## config.mk

```make
export PLATFORM = sky130hd
export DESIGN_NAME = stream_demux_n
export DESIGN_NICKNAME = d
export VERILOG_FILES = /design/src/rtl/stream_demux_n.sv
export SDC_FILE = /design/constraint.sdc
export NUM_CORES = 1
export LEC_CHECK = 0
export ABC_AREA = 1
export CELL_PAD_IN_SITES_DETAIL_PLACEMENT = 1
export CELL_PAD_IN_SITES_GLOBAL_PLACEMENT = 2
export CORE_MARGIN = 2
export CORE_UTILIZATION = 25
export CTS_CLUSTER_SIZE = 25
export DETAILED_ROUTE_END_ITERATION = 10
export MAX_ROUTING_LAYER = met4
export PLACE_DENSITY_LB_ADDON = 0.1
export SYNTH_ARGS = -nofsm -noshare
export SYNTH_HDL_FRONTEND = slang
export SYNTH_SLANG_ARGS = --single-unit
```

## constraint.sdc

```tcl
create_clock -name clk -period 2.35 [get_ports clk]
set_input_delay 0.47 -clock clk [delete_from_list [all_inputs] [get_ports clk]]
set_output_delay 0.47 -clock clk [all_outputs]
set_load 0.1 [all_outputs]
```

## src/rtl/stream_demux_n.sv

```systemverilog
// rtl/stream_demux_n.sv - registered 1-to-N valid/ready stream demultiplexer
//
// Purpose:
//   Routes each W-bit beat from a single producer to one of N independently
//   registered output channels. Routing is either by the per-beat in_sel
//   field (RR_MODE=0) or by an internal round-robin pointer (RR_MODE=1).
//   Each channel owns a one-entry output register, so a stalled consumer
//   only blocks beats addressed to it.
//
// Ports:
//   clk        rising-edge clock
//   rst_n      synchronous active-low reset
//   in_data    input beat
//   in_sel     destination channel (ignored when RR_MODE=1)
//   in_valid   input beat valid
//   in_ready   block can accept a beat this cycle
//   out_data   channel k occupies bits [k*W +: W]; zero while idle
//   out_valid  per-channel beat valid
//   out_ready  per-channel consumer ready
//   drop_cnt   beats dropped for out-of-range select, saturates at 255
//   rr_ptr     current round-robin target (0 when RR_MODE=0)

module stream_demux_n #(
    parameter int W       = 8,
    parameter int N       = 4,
    parameter int SELW    = 2,
    parameter int RR_MODE = 0
) (
    input  logic            clk,
    input  logic            rst_n,
    input  logic [W-1:0]    in_data,
    input  logic [SELW-1:0] in_sel,
    input  logic            in_valid,
    output logic            in_ready,
    output logic [N*W-1:0]  out_data,
    output logic [N-1:0]    out_valid,
    input  logic [N-1:0]    out_ready,
    output logic [7:0]      drop_cnt,
    output logic [SELW-1:0] rr_ptr
);

    localparam logic [SELW:0]   N_EXT = (SELW+1)'(N);
    localparam logic [SELW-1:0] LAST  = SELW'(N - 1);

    logic [SELW-1:0] ptr_q;
    logic [SELW-1:0] tgt;
    logic            tgt_ok;
    logic            tgt_free;
    logic            accept;
    logic [N-1:0]    load;
    logic [N*W-1:0]  data_q;
    logic [N-1:0]    valid_q;
    logic [7:0]      drop_q;

    assign tgt    = (RR_MODE != 0) ? ptr_q : in_sel;
    assign tgt_ok = ({1'b0, tgt} < N_EXT);

    // Per-channel decode done as a loop so an out-of-range select never
    // indexes past the end of the channel vectors.
    always_comb begin
        tgt_free = 1'b0;
        load     = '0;
        for (int k = 0; k < N; k++) begin
            if (tgt == SELW'(k)) begin
                tgt_free = ~valid_q[k] | out_ready[k];
            end
        end
        // Out-of-range targets are always accepted (and then dropped).
        in_ready = tgt_ok ? tgt_free : 1'b1;
        accept   = in_valid & in_ready;
        for (int k = 0; k < N; k++) begin
            load[k] = accept & tgt_ok & (tgt == SELW'(k));
        end
    end

    always_ff @(posedge clk) begin
        if (!rst_n) begin
            data_q  <= '0;
            valid_q <= '0;
        end else begin
            for (int k = 0; k < N; k++) begin
                if (load[k]) begin
                    // A same-edge consume is absorbed: the new beat replaces it.
                    data_q[k*W +: W] <= in_data;
                    valid_q[k]       <= 1'b1;
                end else if (valid_q[k] && out_ready[k]) begin
                    // Idle channels present zero data.
                    data_q[k*W +: W] <= '0;
                    valid_q[k]       <= 1'b0;
                end
            end
        end
    end

    always_ff @(posedge clk) begin
        if (!rst_n) begin
            drop_q <= '0;
        end else if (accept && !tgt_ok && drop_q != 8'hFF) begin
            drop_q <= drop_q + 8'd1;
        end
    end

    // The pointer moves only on an accepted beat, so a busy target stalls the
    // input rather than being skipped. Wrap is at N-1, not at 2**SELW-1.
    always_ff @(posedge clk) begin
        if (!rst_n) begin
            ptr_q <= '0;
        end else if ((RR_MODE != 0) && accept) begin
            ptr_q <= (ptr_q == LAST) ? '0 : ptr_q + SELW'(1);
        end
    end

    assign out_data  = data_q;
    assign out_valid = valid_q;
    assign drop_cnt  = drop_q;
    assign rr_ptr    = ptr_q;

endmodule
```

==> impl_metrics.csv, run 1 <==
group,metric,value,unit
clock_tree,worst_skew_pair.late_latency,290,ps
detailed_routing,drtPass1Iterations,4,
detailed_routing,wl_met2,2.34,mm
clock_tree,cts_sinks,36,
logic_synthesis,postSynth.topFlopCell,"dfxtp_1",
logic_synthesis,ys.warnings.count,0,
detailed_routing,post_drt_via_cell_ratio,4.81,
sta,finalSetupTns,0,ps
layout,fin_nets,272,
die,number_of_primary_i_o_pins,64,
detailed_routing,wl_met3,183,um
sta,min_period_over_period,0.923,
sta,layout_min_cycle_time,2170,ps
placement,placer_congestion_estimate,0.740,
logic_synthesis,synth_edf_count,0,
sta,timing_hold_violations_final,0,
critical_path,cp.arrival,1700,ps
logic_synthesis,netlist_top_cells_count,"dfxtp_1 (36), a21oi_1 (35), nand3_1 (32), nand4_1 (32), buf_4 (13)",
critical_path,crit-reg2reg-capture,"out_data[12]",
logic_synthesis,synthesis.area,1560,um^2
critical_path,crit-reg2reg-launch,"out_valid[2]",
die,floorplan.initialDensity,0.261,
critical_path,cp_data_required_time,1880,ps
detailed_routing,drt-wirelength-per-cell,15.6,um
global_routing,grt_pass1_wl,8.16,mm
run_status,status,"finished, final reports clean",
detailed_routing,wire_length_on_met1,2.58,mm
clock_tree,total_of_cells_resized_after_clock_tree_synthesis,0,
logic_synthesis,yosys.area.top_type,"dfxtp_1",
min_path,min-delay-path-class,"reg2reg",
logic_synthesis,synth_seq_cells,36,
clock_tree,clock_slew_at_the_register_clock_pins_of_the_worst_setup_and_hold_paths,70,ps
detailed_routing,routed_vias,1592,
sta,timing.hold.ws,485,ps
global_routing,antenna_found_initial,0,
critical_path,worst_path_dominant_cell_family,"buffers and inverters",
detailed_routing,violation_count_after_the_first_detailed_routing_iteration,51,
layout,antennaDiodeCount,0,
clock_tree,tritoncts,"yes",
pwr,power.leakage,0.871,nW
global_routing,global_route.overflow_total,0,
global_routing,grt_use_total,0.152,
critical_path,crit_path_top_delay_cell,"clkdlybuf4s50_1",
clock_tree,htree_num_levels,2,
critical_path,rr_worst_depth,10,
sta,final_slew_violations,0,
critical_path,instance_count_on_the_critical_path,7,
critical_path,timing.critical_path.buf_inv,3,
clock_tree,clock_path_buffers,2,
clock_tree,ctsRootBufferMaster,"clkbuf_8",
min_path,whs_path_depth,2,
layout,fraction_of_final_layout_cells_with_drive_strength_greater_than_1,0.262,
critical_path,critical_path.max_stage_delay,570,ps
global_routing,grt_pass1_vias,1578,
sta,max_freq,461,MHz
logic_synthesis,postSynthAreaPerCell,8.10,um^2
critical_path,critPathLaunchType,"input pin",
pwr,ir_worst_vdd,289,uV
placement,post-dp-hpwl,3.67,mm
global_routing,pin_count_of_the_biggest_net_entering_global_routing,36,
layout,postLayoutCoreUtil,0.368,
sta,worst_slack,181,ps
placement,placement.setup.worst_slack,-157,ps
sta,count_of_final_setup_violators,0,
detailed_routing,number_of_remaining_drc_errors,0,
logic_synthesis,synthMostInstantiatedCell,"dfxtp_1",
die,die_width,83.1,um
critical_path,crit_path_end_kind,"output pin",
logic_synthesis,ys_seq_area_frac,0.461,
layout,ff_latch_area,721,um^2
critical_path,timing_worst_setup_path_type,"in2out",
sta,grt_setup_unrepaired,"false",
placement,port_buffers,53,
layout,layout_filler_cell_count,729,
sta,skew,8.52,ps
layout,footprint_of_the_multi_input_gates,714,um^2
logic_synthesis,synth.area.top_cells,"dfxtp_1 (46%), nand4_1 (13%), a21oi_1 (11%)",
critical_path,crit_top_cell,"nand2_1",
critical_path,critical_path.cell_chain,"clkdlybuf4s50_1 > inv_1 > nor2_2 > nand2_1 > nand2_1 > nor2_4 > buf_12",
critical_path,setup.reg_to_reg.worst_slack,660,ps
die,placeableCoreArea,5990,um^2
detailed_routing,top_layer_used,"met4",
logic_synthesis,netlist.area_leader.share,0.461,
layout,post_synthesis_to_final_layout_area_growth,41.1,%
die,dieArea,6900,um^2
detailed_routing,postRouteAntennaNets,0,
pwr,overall_power_consumption,0.00150,W
die,placement_rows,28,
min_path,holdPathEnd,"out_data[23]",
logic_synthesis,yosysUniqueCellTypes,17,
detailed_routing,drt-total-wl,5.16,mm
critical_path,critPathMaxFanout,4,
logic_synthesis,syn_inst,193,
min_path,hold_path_startpoint,"out_data[23]",
flow_run,maxCapViolCount,0,
pwr,power-per-cell-area,681,nW/um^2
clock_tree,cts_made_buffers,5,
logic_synthesis,async_reset_ff_frac,0,
die,floorplan.die.height,83.1,um
[cell usage in the layout, fill, tap and decap left out]
cell type and instances:
a21oi_1 35, buf_12 1, buf_4 48, clkbuf_8 6
clkdlybuf4s50_1 16, clkinv_1 1, clkinv_2 2, conb_1 10
dfxtp_1 36, inv_1 10, inv_2 1, nand2_1 12
nand3_1 32, nand3_2 4, nand4_1 32, nor2_1 4
nor2_2 4, nor2_4 1, o21ai_0 1
[routing by layer]
metal,vias to the layer above,track usage
met5,-,-
met4,0,0.0447
met3,4,0.0348
met2,37,0.227
met1,752,0.205
li1,799,-
[cell families after synthesis]
family | after synthesis | share of synthesized area
AND/OR/NAND/NOR | 88 | 0.314
buffers and inverters | 32 | 0.108
other | 1 | 0.00240
AO/OA/AOI/OAI | 36 | 0.115
flip-flops | 36 | 0.461
[power by group]
group | switching [W] | leakage, nW | internal (W)
Combinational | 0.000314 | 0.528 | 0.0000848
Sequential | 0.0000120 | 0.292 | 0.000631
Clock | 0.000228 | 0.0510 | 0.000234
Total | 0.000554 | 0.871 | 0.000950
[worst max path at each step]
stage / startpoint / endpoint / slack (ps)
after global placement: in_sel[0] / out_data[14] / -140
after CTS: in_sel[0] / in_ready / 40
after detailed placement: in_sel[1] / out_data[12] / -160
after floorplan: out_valid[2] / in_ready / 230
final: in_sel[1] / in_ready / 180
after global routing: in_sel[1] / in_ready / 70
[registers in the layout, summed over array words and instances (netlist names)]
register and flops:
out_valid 4, out_data 32
[tightest hold or removal path, delay by kind of cell (launching register included)]
kind,cells,cell delay [ps]
flops,1,310
simple gates,1,70
compound gates,1,50
[cell type report]
cell class,count,share of cell area
Tap cell,75,0.0425
Clock buffer,6,0.0374
Sequential cell,36,0.327
Inverter,12,0.0204
Clock inverter,2,0.00454
Timing Repair Buffer,65,0.245
Multi-Input combinational cell,135,0.324
[metrics by stage]
stage          instances  area (um^2)
6_report             331         2210
5_1_grt              331         2210
4_1_cts              328         2180
3_5_place_dp         319         2090
3_3_place_gp         319         2090
2_1_floorplan        202         1600
[timing repair]
item,CTS,global route
setup endpoints to repair,1,1
hold buffers,0,0
cloned,1,0
buffers inserted,0,3
pin swaps,1,1
(Power assumes the default switching activity.)
==> inputs of run 2 (changes only) <==
Settings changed: SLEW_MARGIN set to 20.
==> results of run 2 <==
The final DEF is identical to that of run 1; final timing and power are the same.
